===== config.mk =====
export PLATFORM = sky130hd
export DESIGN_NAME = if_id_decode_stage
export DESIGN_NICKNAME = d
export VERILOG_FILES = /design/src/rtl/if_id_decode_stage_pkg.sv /design/src/rtl/if_id_decode_stage_predecode.sv /design/src/rtl/if_id_decode_stage.sv
export SDC_FILE = /design/constraint.sdc
export NUM_CORES = 1
export LEC_CHECK = 0
export CAP_MARGIN = 40
export CORE_ASPECT_RATIO = 0.8
export CORE_MARGIN = 3
export CORE_UTILIZATION = 44
export CTS_BUF_LIST = sky130_fd_sc_hd__clkbuf_16
export CTS_CLUSTER_SIZE = 24
export DETAILED_ROUTE_END_ITERATION = 10
export GPL_ROUTABILITY_DRIVEN = 0
export GPL_TIMING_DRIVEN = 0
export HOLD_SLACK_MARGIN = 0.1
export PLACE_DENSITY = 0.89
export SYNTH_ARGS = -nofsm -noshare
export SYNTH_HDL_FRONTEND = slang
export SYNTH_SLANG_ARGS = --single-unit
export TNS_END_PERCENT = 50

===== constraint.sdc =====
create_clock -name clk -period 1.3 [get_ports clk]
set_input_delay 0.26 -clock clk [delete_from_list [all_inputs] [get_ports clk]]
set_output_delay 0.26 -clock clk [all_outputs]
set_load 0.1 [all_outputs]

===== src/rtl/if_id_decode_stage_pkg.sv =====
// rv_pkg: shared RV32I front-end definitions.
//   imm_sel_e   : ImmGen immediate-format select
//   OP_*        : base opcodes recognised by the pre-decoder
//   id_entry_t  : one decoded IF->ID entry as held in the stage registers
//   ENTRY_RST   : reset image of an entry (no immediate, not illegal)
package rv_pkg;

  localparam int unsigned PC_W = 32;

  typedef enum logic [2:0] {
    IMM_S    = 3'd0,
    IMM_I    = 3'd1,
    IMM_B    = 3'd2,
    IMM_J    = 3'd3,
    IMM_U    = 3'd4,
    IMM_NONE = 3'd7
  } imm_sel_e;

  localparam logic [6:0] OP_LOAD   = 7'b0000011;
  localparam logic [6:0] OP_IMM    = 7'b0010011;
  localparam logic [6:0] OP_JALR   = 7'b1100111;
  localparam logic [6:0] OP_STORE  = 7'b0100011;
  localparam logic [6:0] OP_BRANCH = 7'b1100011;
  localparam logic [6:0] OP_JAL    = 7'b1101111;
  localparam logic [6:0] OP_LUI    = 7'b0110111;
  localparam logic [6:0] OP_AUIPC  = 7'b0010111;
  localparam logic [6:0] OP_REG    = 7'b0110011;
  localparam logic [6:0] OP_FENCE  = 7'b0001111;
  localparam logic [6:0] OP_SYSTEM = 7'b1110011;

  typedef struct packed {
    logic [PC_W-1:0] pc;
    logic [24:0]     imm_field;
    imm_sel_e        imm_sel;
    logic [4:0]      rs1;
    logic [4:0]      rs2;
    logic [4:0]      rd;
    logic [6:0]      opcode;
    logic            illegal;
  } id_entry_t;

  localparam id_entry_t ENTRY_RST = '{
    pc:        '0,
    imm_field: '0,
    imm_sel:   IMM_NONE,
    rs1:       '0,
    rs2:       '0,
    rd:        '0,
    opcode:    '0,
    illegal:   1'b0
  };

endpackage


===== src/rtl/if_id_decode_stage_predecode.sv =====
// rv_predecode: combinational RV32I pre-decoder.
//   inst       in   32  instruction word
//   imm_field  out  25  inst[31:7], raw ImmGen operand
//   imm_sel    out  3   immediate format for ImmGen
//   rs1/rs2/rd out  5   register specifiers
//   opcode     out  7   inst[6:0]
//   illegal    out  1   opcode not in the supported RV32I base set
module rv_predecode
  import rv_pkg::*;
(
  input  logic [31:0] inst,
  output logic [24:0] imm_field,
  output imm_sel_e    imm_sel,
  output logic [4:0]  rs1,
  output logic [4:0]  rs2,
  output logic [4:0]  rd,
  output logic [6:0]  opcode,
  output logic        illegal
);

  assign imm_field = inst[31:7];
  assign rs1       = inst[19:15];
  assign rs2       = inst[24:20];
  assign rd        = inst[11:7];
  assign opcode    = inst[6:0];

  // Every listed opcode ends in 2'b11, so a compressed/invalid low pair
  // always falls through to the default arm and is flagged illegal.
  always_comb begin
    imm_sel = IMM_NONE;
    illegal = 1'b0;
    case (inst[6:0])
      OP_LOAD, OP_IMM, OP_JALR:   imm_sel = IMM_I;
      OP_STORE:                   imm_sel = IMM_S;
      OP_BRANCH:                  imm_sel = IMM_B;
      OP_JAL:                     imm_sel = IMM_J;
      OP_LUI, OP_AUIPC:           imm_sel = IMM_U;
      OP_REG, OP_FENCE, OP_SYSTEM: imm_sel = IMM_NONE;
      default:                    illegal = 1'b1;
    endcase
  end

endmodule


===== src/rtl/if_id_decode_stage.sv =====
// if_id_decode_stage: IF->ID pipeline stage with a 2-entry skid buffer.
//   clk, rst       clock, synchronous active-high reset
//   if_valid/if_ready, if_pc, if_inst   fetch-side handshake and payload
//   flush          kill all held entries (redirect)
//   id_valid/id_ready                   EX-side handshake
//   id_pc, id_imm_field, id_imm_sel, id_rs1, id_rs2, id_rd,
//   id_opcode, id_illegal               pre-decoded output entry
// Main register M drives the outputs; skid register S catches an accept
// that arrives while M is stalled. if_ready is registered as !S.valid.
module if_id_decode_stage
  import rv_pkg::*;
#(
  parameter int unsigned XLEN = 32,
  parameter int unsigned ILEN = 32
) (
  input  logic            clk,
  input  logic            rst,
  input  logic            if_valid,
  output logic            if_ready,
  input  logic [XLEN-1:0] if_pc,
  input  logic [ILEN-1:0] if_inst,
  input  logic            flush,
  output logic            id_valid,
  input  logic            id_ready,
  output logic [XLEN-1:0] id_pc,
  output logic [24:0]     id_imm_field,
  output logic [2:0]      id_imm_sel,
  output logic [4:0]      id_rs1,
  output logic [4:0]      id_rs2,
  output logic [4:0]      id_rd,
  output logic [6:0]      id_opcode,
  output logic            id_illegal
);

  id_entry_t in_entry;
  id_entry_t m_q, m_d;
  id_entry_t s_q, s_d;
  logic      m_v_q, m_v_d;
  logic      s_v_q, s_v_d;
  logic      rdy_q;
  logic      accept;
  logic      retire;

  logic [24:0] dec_imm_field;
  imm_sel_e    dec_imm_sel;
  logic [4:0]  dec_rs1;
  logic [4:0]  dec_rs2;
  logic [4:0]  dec_rd;
  logic [6:0]  dec_opcode;
  logic        dec_illegal;

  rv_predecode u_predecode (
    .inst      (if_inst),
    .imm_field (dec_imm_field),
    .imm_sel   (dec_imm_sel),
    .rs1       (dec_rs1),
    .rs2       (dec_rs2),
    .rd        (dec_rd),
    .opcode    (dec_opcode),
    .illegal   (dec_illegal)
  );

  always_comb begin
    in_entry           = ENTRY_RST;
    in_entry.pc        = if_pc;
    in_entry.imm_field = dec_imm_field;
    in_entry.imm_sel   = dec_imm_sel;
    in_entry.rs1       = dec_rs1;
    in_entry.rs2       = dec_rs2;
    in_entry.rd        = dec_rd;
    in_entry.opcode    = dec_opcode;
    in_entry.illegal   = dec_illegal;
  end

  assign accept = if_valid && rdy_q;
  assign retire = m_v_q && id_ready;

  // With S valid, rdy_q is low, so the "S refills from input" arm below is
  // unreachable in practice; it is kept so occupancy stays correct if the
  // ready policy is ever relaxed.
  always_comb begin
    m_d   = m_q;
    s_d   = s_q;
    m_v_d = m_v_q;
    s_v_d = s_v_q;
    if (flush) begin
      m_v_d = 1'b0;
      s_v_d = 1'b0;
    end else if (!m_v_q || retire) begin
      if (s_v_q) begin
        m_d   = s_q;
        m_v_d = 1'b1;
        s_v_d = accept;
        if (accept) begin
          s_d = in_entry;
        end
      end else if (accept) begin
        m_d   = in_entry;
        m_v_d = 1'b1;
      end else begin
        m_v_d = 1'b0;
      end
    end else if (accept) begin
      s_d   = in_entry;
      s_v_d = 1'b1;
    end
  end

  always_ff @(posedge clk) begin
    if (rst) begin
      m_q   <= ENTRY_RST;
      s_q   <= ENTRY_RST;
      m_v_q <= 1'b0;
      s_v_q <= 1'b0;
      rdy_q <= 1'b0;
    end else begin
      m_q   <= m_d;
      s_q   <= s_d;
      m_v_q <= m_v_d;
      s_v_q <= s_v_d;
      rdy_q <= !s_v_d;
    end
  end

  assign if_ready     = rdy_q;
  assign id_valid     = m_v_q;
  assign id_pc        = m_q.pc;
  assign id_imm_field = m_q.imm_field;
  assign id_imm_sel   = m_q.imm_sel;
  assign id_rs1       = m_q.rs1;
  assign id_rs2       = m_q.rs2;
  assign id_rd        = m_q.rd;
  assign id_opcode    = m_q.opcode;
  assign id_illegal   = m_q.illegal;

endmodule

# ---- Word-level counts from Yosys, hierarchy flattened
# Cells that the tools add are included.
dict set report word_totals {
  ff_bits 169
  output_inout_bits 85
  elab_cells 57
}
dict set report classes {
  eq_ne 12
  n_mux 13
  bitwise 1
  reduce_logical 12
}
# cell n
set op_table {}
lappend op_table {{83-bit 2-to-1 mux} 5}
lappend op_table {{7-bit equality test, second input constant} 4}
lappend op_table {{7-bit by 6-bit equality test with 1-bit output, second input constant} 3}
lappend op_table {{3-bit one-hot mux with 5 select lines} 1}
lappend op_table {{7-bit by 5-bit equality test with 1-bit output, second input constant} 2}
lappend op_table {{11-bit OR reduction} 1}
lappend op_table {{7-bit by 2-bit equality test with 1-bit output, second input constant} 1}
lappend op_table {{7-bit by 4-bit equality test with 1-bit output, second input constant} 1}
lappend op_table {{1-bit 2-to-1 mux} 7}
lappend op_table {{2-bit OR reduction} 2}
lappend op_table {{3-bit AND reduction} 1}
lappend op_table {{3-bit OR reduction} 1}
lappend op_table {{1-bit logical AND} 2}
lappend op_table {{1-bit logical NOT} 2}
lappend op_table {{2-bit inequality test, second input constant} 1}
lappend op_table {{2-bit AND reduction} 1}
lappend op_table {{2-bit nonzero test} 1}
lappend op_table {{1-bit logical OR} 1}
lappend op_table {{1-bit NOT} 1}

# ---- Longest topological paths before layout
# Gate-level depths: netlist of run 1.
dict set report depth {
  depth_word 6
  mapped_depth 7
  mapped_depth_nobuf 4
}

# ---- Hierarchy
# A second synthesis of run 1 with hierarchy kept.
dict set report hier_totals {
  hier_cells 912
  area_unflattened_um2 8582.0
}
# module instances cells_each area_per_inst_um2
set modules_own_cells {}
lappend modules_own_cells {if_id_decode_stage 1 844 8105.3}
lappend modules_own_cells {rv_predecode 1 68 476.7}

# ---- Worst setup path after synthesis of run 1
# OpenSTA, ideal clock, no wires.
dict set report synth_timing {
  path_type {reg-to-reg}
  from {reg m_v_q, in the netlist id_valid}
  to {reg s_q[25] (netlist bit)}
  t_arrival_ns 2.080
  path_slack_ns -0.903
  path_stages_with_launch 6
  path_buffers 1
  cell_sequence {dfxtp_1 > nand2b_1 > a211o_1 > buf_2 > nor4_1 > o21bai_1}
}
dict set report synth_via {
  elab_chain_cells 4
  elab_cells_between_ends 6
  cone_classes {eq/ne: 1; mux: 1; reduce/logical: 4}
}
# element line_no
set synth_lines {}
lappend synth_lines {{from (decl)} if_id_decode_stage.sv:38} ;# logic m_v_q, m_v_d;
lappend synth_lines {{from (signal assigned)} if_id_decode_stage.sv:119} ;# m_v_q <= m_v_d;
lappend synth_lines {{1-bit logical NOT or 1-bit logical AND (tied branches)} {if_id_decode_stage.sv:89, if_id_decode_stage.sv:76}}
lappend synth_lines {{1-bit logical OR *} if_id_decode_stage.sv:89} ;# end else if (!m_v_q || retire) begin
lappend synth_lines {{2-bit inequality test (no source line)} -}
lappend synth_lines {{2-bit AND reduction (no source line)} -}
lappend synth_lines {{to (signal assigned)} if_id_decode_stage.sv:112} ;# s_q <= ENTRY_RST;
lappend synth_lines {{to (signal assigned)} if_id_decode_stage.sv:118} ;# s_q <= s_d;
lappend synth_lines {{to (decl)} if_id_decode_stage.sv:37} ;# id_entry_t s_q, s_d;
# Mark *: on every way between the ends. The rest lies on a longest branch, timed or not.
# A chain may end at the register's enable or synchronous reset.

# ---- Final worst setup path of run 1
dict set report layout_timing {
  from {in rst}
  to {reg s_q[19] (netlist bit)}
}
# element line_no
set layout_lines {}
lappend layout_lines {{from (decl)} if_id_decode_stage.sv:17} ;# input logic rst,
# No word-level cell between the ends.

==> results.yml, run 1 <==
synthesis:
  synth_area_um2: 5698
  yosys_warnings: 0
  synth.avg_cell_area_um2: 8.726
  yosys.area.top_type: "dfxtp_1"
  ys_ff_latch: 139
  synth_top_area_share_pct: 48.84
  ys_top_cells_by_area: "dfxtp_1, mux2i_1, a211oi_1"
  synthCells: 653
  synth.yosys.seq_area_share_pct: 48.84
  async_reset_ff_share_pct: 0
  synth_nets: 722
  synth_edf_count: 0
  synth_ff_type: "dfxtp_1"
  synth.distinct_cells: 34
grt:
  globalRouteTotalUtil_pct: 32.53
  grt_pass1_vias: 6456
  antenna_found_initial: 1
  grt_max_degree: 17
  grt_pass1_wl_um: 36070
  overflow: 0
flow_run:
  drv_cap: 0
cells_and_area:
  final-seq-area_um2: 2903
  fillers: 351
  multi_input_area_um2: 3294
  instances_no_fill: 1102
  final_util_pct: 91.76
  syn_to_final_growth_pct: 100.2
  nNetsFinal: 987
  fin_area_um2: 11410
  antenna_cells: 0
  drive_gt1_share_pct: 53.60
worst_setup_path:
  crit_path_top_delay_cell: "clkbuf_1"
  cp.required_ns: 1.55
  cp.buffers_inverters: 3
  end_kind: "flip-flop"
  worst-setup-path-type: "in2reg"
  startpoint_type: "input pin"
  cp_top_family: "buffers and inverters"
  cp_slowest_stage_delay_ns: 0.84
  crit_fanout: 10
  crit_arrival_ns: 2.01
  path_cells: "clkbuf_1 -> clkbuf_1 -> clkbuf_1 -> a21oi_1"
  crit_start: "rst"
  crit_top_cell: "clkbuf_1"
  rr_startpoint: "s_v_q"
timing:
  finalCritPeriodShare_pct: 135.5
  worst_slack_ns: -0.4613
  finalSetupTns_ns: -41.11
  max_freq_mhz: 567.8
  max_slew_margin_pct: 29.94
  setup_viol: 207
  slew_viol_final: 0
  grt_setup_unrepaired: "true"
  fin_crit_ns: 1.761
  skew_ns: 0.01199
  final_hold_viol_count: 0
  worst_pin_slew_ns: 1.051
drt:
  drc: 0
  ant_nets: 0
  wire_per_inst_um: 29.10
  dr.pass1.iters: 6
  wl_um: 32070
  drt_iter0_drc: 1025
  vias: 7144
  via_per_inst: 6.483
placed_design:
  post-place-ws_ns: -0.8964
  dpl.cell_count: 1057
  dpl.hpwl_um: 14560
  dpl-instance-area_um2: 9017
  portBuffers: 148
clock_network:
  cts-htree-levels: 4
  cts_tree: "done"
  clockRootBuffer: "clkbuf_16"
  cts_buffers: 17
  clkLatencyLatePin_ns: 0.44
  clkTransAtPathRegs_ns: 0.06
  cts_buffer_depth: 2
  clkSinkCount: 139
  cts_hold_buf: 0
die:
  ios: 154
  die_w_um: 133.2
  start_util_pct: 45.83
  dieHeight_um: 107.8
  core-area_um2: 12430
  rows: 36
  die_area_um2: 14360
min_path:
  worstHoldStart: "if_inst[2]"
  min_path_type: "in2reg"
pwr:
  powerDensity_nw_per_um2: 1121
  peakVddDrop_mv: 1.140
  leakagePower_uw: 0.004184
run_status:
  status: "complete, but fails checks"
  violations: "negative setup slack"
[layer usage]
metal / global-route usage [%] / wire, um / vias to the layer above
met5: 0 / 17 / -
met4: 18.43 / 2657 / 2
met3: 8.178 / 3716 / 272
met2: 56.09 / 14690 / 776
met1: 36.93 / 11000 / 3326
li1: - / - / 2768
[logic make-up after synthesis]
logic type      after synthesis  synth area share, %
simple gates                224                16.07
compound gates              152                16.93
flops                       139                48.84
buf+inv                      73                6.741
mux                          64                11.24
fa+ha+maj                     1               0.1757
[power breakdown]
part | switching [uW] | total [uW] | internal (uW)
Combinational | 1820 | 3040 | 1220
Clock | 2050 | 5220 | 3170
Sequential | 136 | 4520 | 4390
[sequential cells by signal, indices dropped and copies added, names as in the netlist]
| signal | cells |
|---|---|
| id_pc | 32 |
| id_valid | 1 |
| id_imm_sel | 3 |
| s_v_q | 1 |
| if_ready | 1 |
| s_q | 68 |
| id_illegal | 1 |
| id_imm_field | 25 |
| id_opcode | 7 |
[worst reg2reg max path, stage by stage, from the launching register on]
cell	delay, ns
dfxtp_2	0.33
buf_8	0.14
inv_8	0.05
a211oi_4	0.37
buf_6	0.23
clkbuf_16	0.19
nand2_1	0.10
a21oi_1	0.23
[Yosys cell counts, types with 2 or more instances]
cell,n
nor2_1,70
or3_1,2
nand3b_1,2
buf_2,27
a211o_1,3
dfxtp_1,139
mux2i_1,64
nor2b_1,4
nand2b_1,3
nand4b_1,2
buf_4,20
clkbuf_1,23
o21bai_1,2
nand2_1,131
a211oi_1,66
nor3_1,3
nor4_1,2
a21oi_1,70
o21ai_0,3
o21ai_1,3
[repair_timing]
item,CTS,global route
gates resized for setup,535,252
endpoints found under the setup margin,222,219
cloned,0,11
pin swaps,8,49
setup buffers,15,9
[stage by stage]
step	power [uW]	hold slack, ns
after floorplan	5943	0.3960
after global placement	6535	0.4411
after detailed placement	7104	0.4492
after global routing	12980	0.2000
final	12780	0.1718
after CTS	12290	0.1663
[worst paths after layout]
path                            endpoint  slack, ns  depth (start not counted)
worst min-delay path              s_q[3]       0.17                          3
worst max-delay path             s_q[19]      -0.46                          4
worst max register to register   s_q[19]      -0.44                          7
worst min register to register    s_q[6]       0.47                          2
[area by class of cell]
cell class                      count  share of cell area [%]
Tap cell                          171                   1.876
Clock inverter                     15                   1.569
Multi-Input combinational cell    441                   28.88
Timing Repair Buffer              251                   32.37
Inverter                            2                  0.1316
Buffer                             66                   6.000
Clock buffer                       17                   3.729
Sequential cell                   139                   25.45
[cell usage in the layout, fill, tap and decap left out, types with 4 or more instances in the layout]
| master | instances |
|---|---|
| nand2_1 | 63 |
| buf_2 | 5 |
| dfxtp_2 | 57 |
| nand2_4 | 33 |
| a21oi_2 | 41 |
| buf_8 | 12 |
| clkbuf_16 | 28 |
| buf_12 | 80 |
| o21ai_1 | 5 |
| buf_4 | 15 |
| clkdlybuf4s50_1 | 60 |
| dfxtp_4 | 13 |
| buf_16 | 13 |
| mux2i_1 | 63 |
| buf_6 | 100 |
| clkbuf_1 | 15 |
| a211oi_2 | 37 |
| nor2_1 | 70 |
| nand2_2 | 35 |
| dfxtp_1 | 69 |
| a211oi_1 | 28 |
| a21oi_1 | 28 |
| clkinv_2 | 5 |
| bufinv_16 | 4 |
No activity file was read; power rests on OpenSTA's default activity.
==> run 2, diff against run 1 <==
--- a/config.mk
+++ b/config.mk
@@ -19,4 +19,4 @@
 export SYNTH_ARGS = -nofsm -noshare
 export SYNTH_HDL_FRONTEND = slang
 export SYNTH_SLANG_ARGS = --single-unit
-export TNS_END_PERCENT = 50
+export TNS_END_PERCENT = 100
==> run 2 against run 1 <==
Net effect: the flow now stops in 5_1_grt; synthesized cell count is the same; synthesized area is the same.
==> results.yml, run 2 <==
die:
  die_w_um: 133.2
  dieHeight_um: 107.8
  start_util_pct: 45.83
  ios: 154
  rows: 36
synthesis:
  yosys.area.top_type: "dfxtp_1"
  ys_top_cells_by_count: "dfxtp_1, nand2_1, a21oi_1, nor2_1, a211oi_1"
  synth.avg_cell_area_um2: 8.726
  async_reset_ff_share_pct: 0
  ys_top_cells_by_area: "dfxtp_1, mux2i_1, a211oi_1"
  synth_edf_count: 0
  synth.distinct_cells: 34
  ys_ff_latch: 139
  synthCells: 653
  synth_ff_type: "dfxtp_1"
  yosys_warnings: 0
  synth_top_area_share_pct: 48.84
  synth_area_um2: 5698
  post-synth-top-count-cell: "dfxtp_1"
  synth.yosys.seq_area_share_pct: 48.84
  synth_nets: 722
clock_network:
  cts_buffer_depth: 2
  clockRootBuffer: "clkbuf_16"
  cts-htree-levels: 4
  clkSinkCount: 139
  cts_buffers: 17
run_status:
  error: "[ERROR DPL-0038] Utilization greater than 100%, impossible to legalize"
  lastStage: "5_1_grt"
  status: "did not finish"
placed_design:
  post-place-ws_ns: -0.9189
  dpl.hpwl_um: 14620
  portBuffers: 148
  dpl.cell_count: 1057
timing:
  worst_endpoint: "id_pc[22]$_SDFFE_PP0P_/D"
  worstEndpointType: "register data pin"
grt:
  grt_max_degree: 17
[run 2: cell counts after synthesis]
No cell type changed its count.
[run 2: logic make-up after synthesis]
logic type | Yosys count | share of synthesized area [%]
mux | 64 | 11.24
simple gates | 224 | 16.07
compound gates | 152 | 16.93
buf+inv | 73 | 6.741
flops | 139 | 48.84
fa+ha+maj | 1 | 0.1757
[run 2: through the flow]
stage               cell area, um2  utilization (%)  setup TNS [ns]
CTS                          11700            94.14          -15.84
floorplan                     6220                -          -25.11
detailed placement            9304            74.84         -100.28
global placement              7915            63.67         -132.39
[run 2: what timing repair did]
action	in CTS
endpoints found under the setup margin	222
resized for setup	669
hold buffers	0
pin swaps	41
endpoints found under the hold margin	0
cloned	16
setup buffers	43
==> run 3, diff against run 2 <==
--- a/config.mk
+++ b/config.mk
@@ -6,16 +6,12 @@
 export NUM_CORES = 1
 export LEC_CHECK = 0
 export CAP_MARGIN = 40
-export CORE_ASPECT_RATIO = 0.8
 export CORE_MARGIN = 3
-export CORE_UTILIZATION = 44
-export CTS_BUF_LIST = sky130_fd_sc_hd__clkbuf_16
-export CTS_CLUSTER_SIZE = 24
+export CORE_UTILIZATION = 30
 export DETAILED_ROUTE_END_ITERATION = 10
 export GPL_ROUTABILITY_DRIVEN = 0
 export GPL_TIMING_DRIVEN = 0
-export HOLD_SLACK_MARGIN = 0.1
-export PLACE_DENSITY = 0.89
+export PLACE_DENSITY_LB_ADDON = 0.15
 export SYNTH_ARGS = -nofsm -noshare
 export SYNTH_HDL_FRONTEND = slang
 export SYNTH_SLANG_ARGS = --single-unit
==> constraint.sdc (replaced) <==
create_clock -name clk -period 1.7 [get_ports clk]
set_input_delay 0.34 -clock clk [delete_from_list [all_inputs] [get_ports clk]]
set_output_delay 0.34 -clock clk [all_outputs]
set_load 0.1 [all_outputs]
==> run 3 against run 2 <==
Net effect: the run now ends clean.
==> results.yml, run 3 (synthesis gave the netlist of run 1 again) <==
clock_network:
  cts_tree: "done"
  cts_hold_buf: 0
  cts_buffer_depth: 2
  cts_buffers: 17
  clkLatencyLatePin_ns: 0.42
  clkSinkCount: 139
  clockRootBuffer: "clkbuf_16"
  cts-htree-levels: 4
  clkTransAtPathRegs_ns: 0.06
drt:
  drc: 0
  dr.pass1.iters: 5
  wire_per_inst_um: 16.30
  wl_um: 18030
  ant_nets: 0
  drt_iter0_drc: 200
  vias: 5331
  via_per_inst: 4.820
flow_run:
  drv_cap: 0
timing:
  setup_viol: 0
  max_slew_margin_pct: 59.36
  whs_ns: 0.2486
  final_hold_viol_count: 0
  finalCritPeriodShare_pct: 97.16
  slew_viol_final: 0
  skew_ns: 0.008538
  worst_pin_slew_ns: 0.6096
  fin_crit_ns: 1.652
  max_freq_mhz: 605.5
cells_and_area:
  multi_input_area_um2: 2561
  syn_to_final_growth_pct: 65.55
  largest_register: "s_q"
  drive_gt1_share_pct: 22.72
  largest_reg_flops: 68
  layout_commonest_cell: "nand2_1"
  final-seq-area_um2: 2809
  final_cell_mix: "nand2_1, dfxtp_1, buf_12, nor2_1, a21oi_1"
  nNetsFinal: 932
  fillers: 1616
pwr:
  powerDensity_nw_per_um2: 966.5
  intPower_uw: 6489
  leakagePower_uw: 0.003472
  p_total_uw: 9117
  seqPwrFrac_pct: 37.7
  p_comb_share_pct: 20.4
  clkPwrFrac_pct: 41.9
  power_switching_uw: 2628
  swShare_pct: 28.83
  peakVddDrop_mv: 0.6714
placed_design:
  portBuffers: 148
  dpl.hpwl_um: 13430
worst_setup_path:
  rr_worst_depth: 6
  crit_arrival_ns: 1.31
  cp.required_ns: 1.36
  crit_path_top_delay_cell: "dfxtp_4"
  crit_fanout: 3
  cp_slowest_stage_delay_ns: 0.36
  startpoint_type: "flip-flop"
  worst-setup-path-type: "reg2out"
  path_cells: "dlygate4sd2_1 -> buf_16"
  reg2reg_slack_ns: 0.09
  end_kind: "output pin"
die:
  rows: 49
  die_w_um: 143.8
  ios: 154
  start_util_pct: 31.08
  dieHeight_um: 143.8
  die_area_um2: 20680
  core-area_um2: 18330
grt:
  grt_pass1_wl_um: 28590
  grt_pass1_vias: 5401
  grt_max_degree: 17
  antenna_found_initial: 1
  overflow: 0
  globalRouteTotalUtil_pct: 17.73
min_path:
  min_path_type: "in2reg"
  min_path_cells: 2
run_status:
  status: "complete, no violations"
run 3: cell type report:
class,count,area share [%]
Clock inverter,8,1.114
Clock buffer,24,5.438
Inverter,2,0.07959
Timing Repair Buffer,193,29.04
Antenna cell,1,0.02653
Sequential cell,139,29.78
Buffer,69,4.337
Tap cell,229,3.038
Multi-Input combinational cell,441,27.15
run 3: power by group through the flow:
stage               sequential [uW]  combinational (uW)  clock [uW]
floorplan                      4090                 435           0
global route                   3440                1940        4030
CTS                            3440                1860        3890
finish                         3430                1860        3820
detailed placement             3480                1880           0
global placement               3480                1520           0
run 3: final timing paths:
check | start | end
worst max-delay path | id_valid | id_valid
worst min register to register | s_q[46] | s_q[46]
worst max register to register | s_v_q | s_q[25]
worst min-delay path | flush | id_valid
run 3: through the flow:
stage	std cells	TNS [ns]	cell area (um2)	setup slack [ns]	utilization (%)
2_1_floorplan	653	0	5724	0.02566	-
4_1_cts	1102	-0.01474	9364	-0.01126	51.08
3_5_place_dp	1115	-71.59	8806	-0.6532	48.04
5_1_grt	1106	-0.01162	9433	-0.009112	51.46
6_report	1106	0	9433	0.04836	51.46
3_3_place_gp	1030	-77.79	7492	-0.6270	40.87
run 3: what timing repair did:
action / 4_1_cts / 5_1_grt
setup buffers: 4 / 4
endpoints found under the setup margin: 185 / 89
resized for setup: 129 / 18
pin swaps: 2 / 1
cloned: 0 / 1
run 3: routing by layer:
metal	GRT usage, %	wire (um)	up-vias
met5	0	0	-
li1	-	-	2658
met3	4.093	854	20
met4	6.492	311	0
met1	23.20	8189	2492
met2	28.67	8676	161
run 3: critical path: cells and delay by family, from the launching register on:
kind / cells / cell delay [ns]
buffers and inverters: 2 / 0.53
DFF: 1 / 0.36
==> run 4, diff against run 3 <==
--- a/config.mk
+++ b/config.mk
@@ -5,6 +5,7 @@
 export SDC_FILE = /design/constraint.sdc
 export NUM_CORES = 1
 export LEC_CHECK = 0
+export ABC_CLOCK_PERIOD_IN_PS = 1700
 export CAP_MARGIN = 40
 export CORE_MARGIN = 3
 export CORE_UTILIZATION = 30
==> results of run 4 <==
Final layout, timing and power as in run 3 (identical DEF).
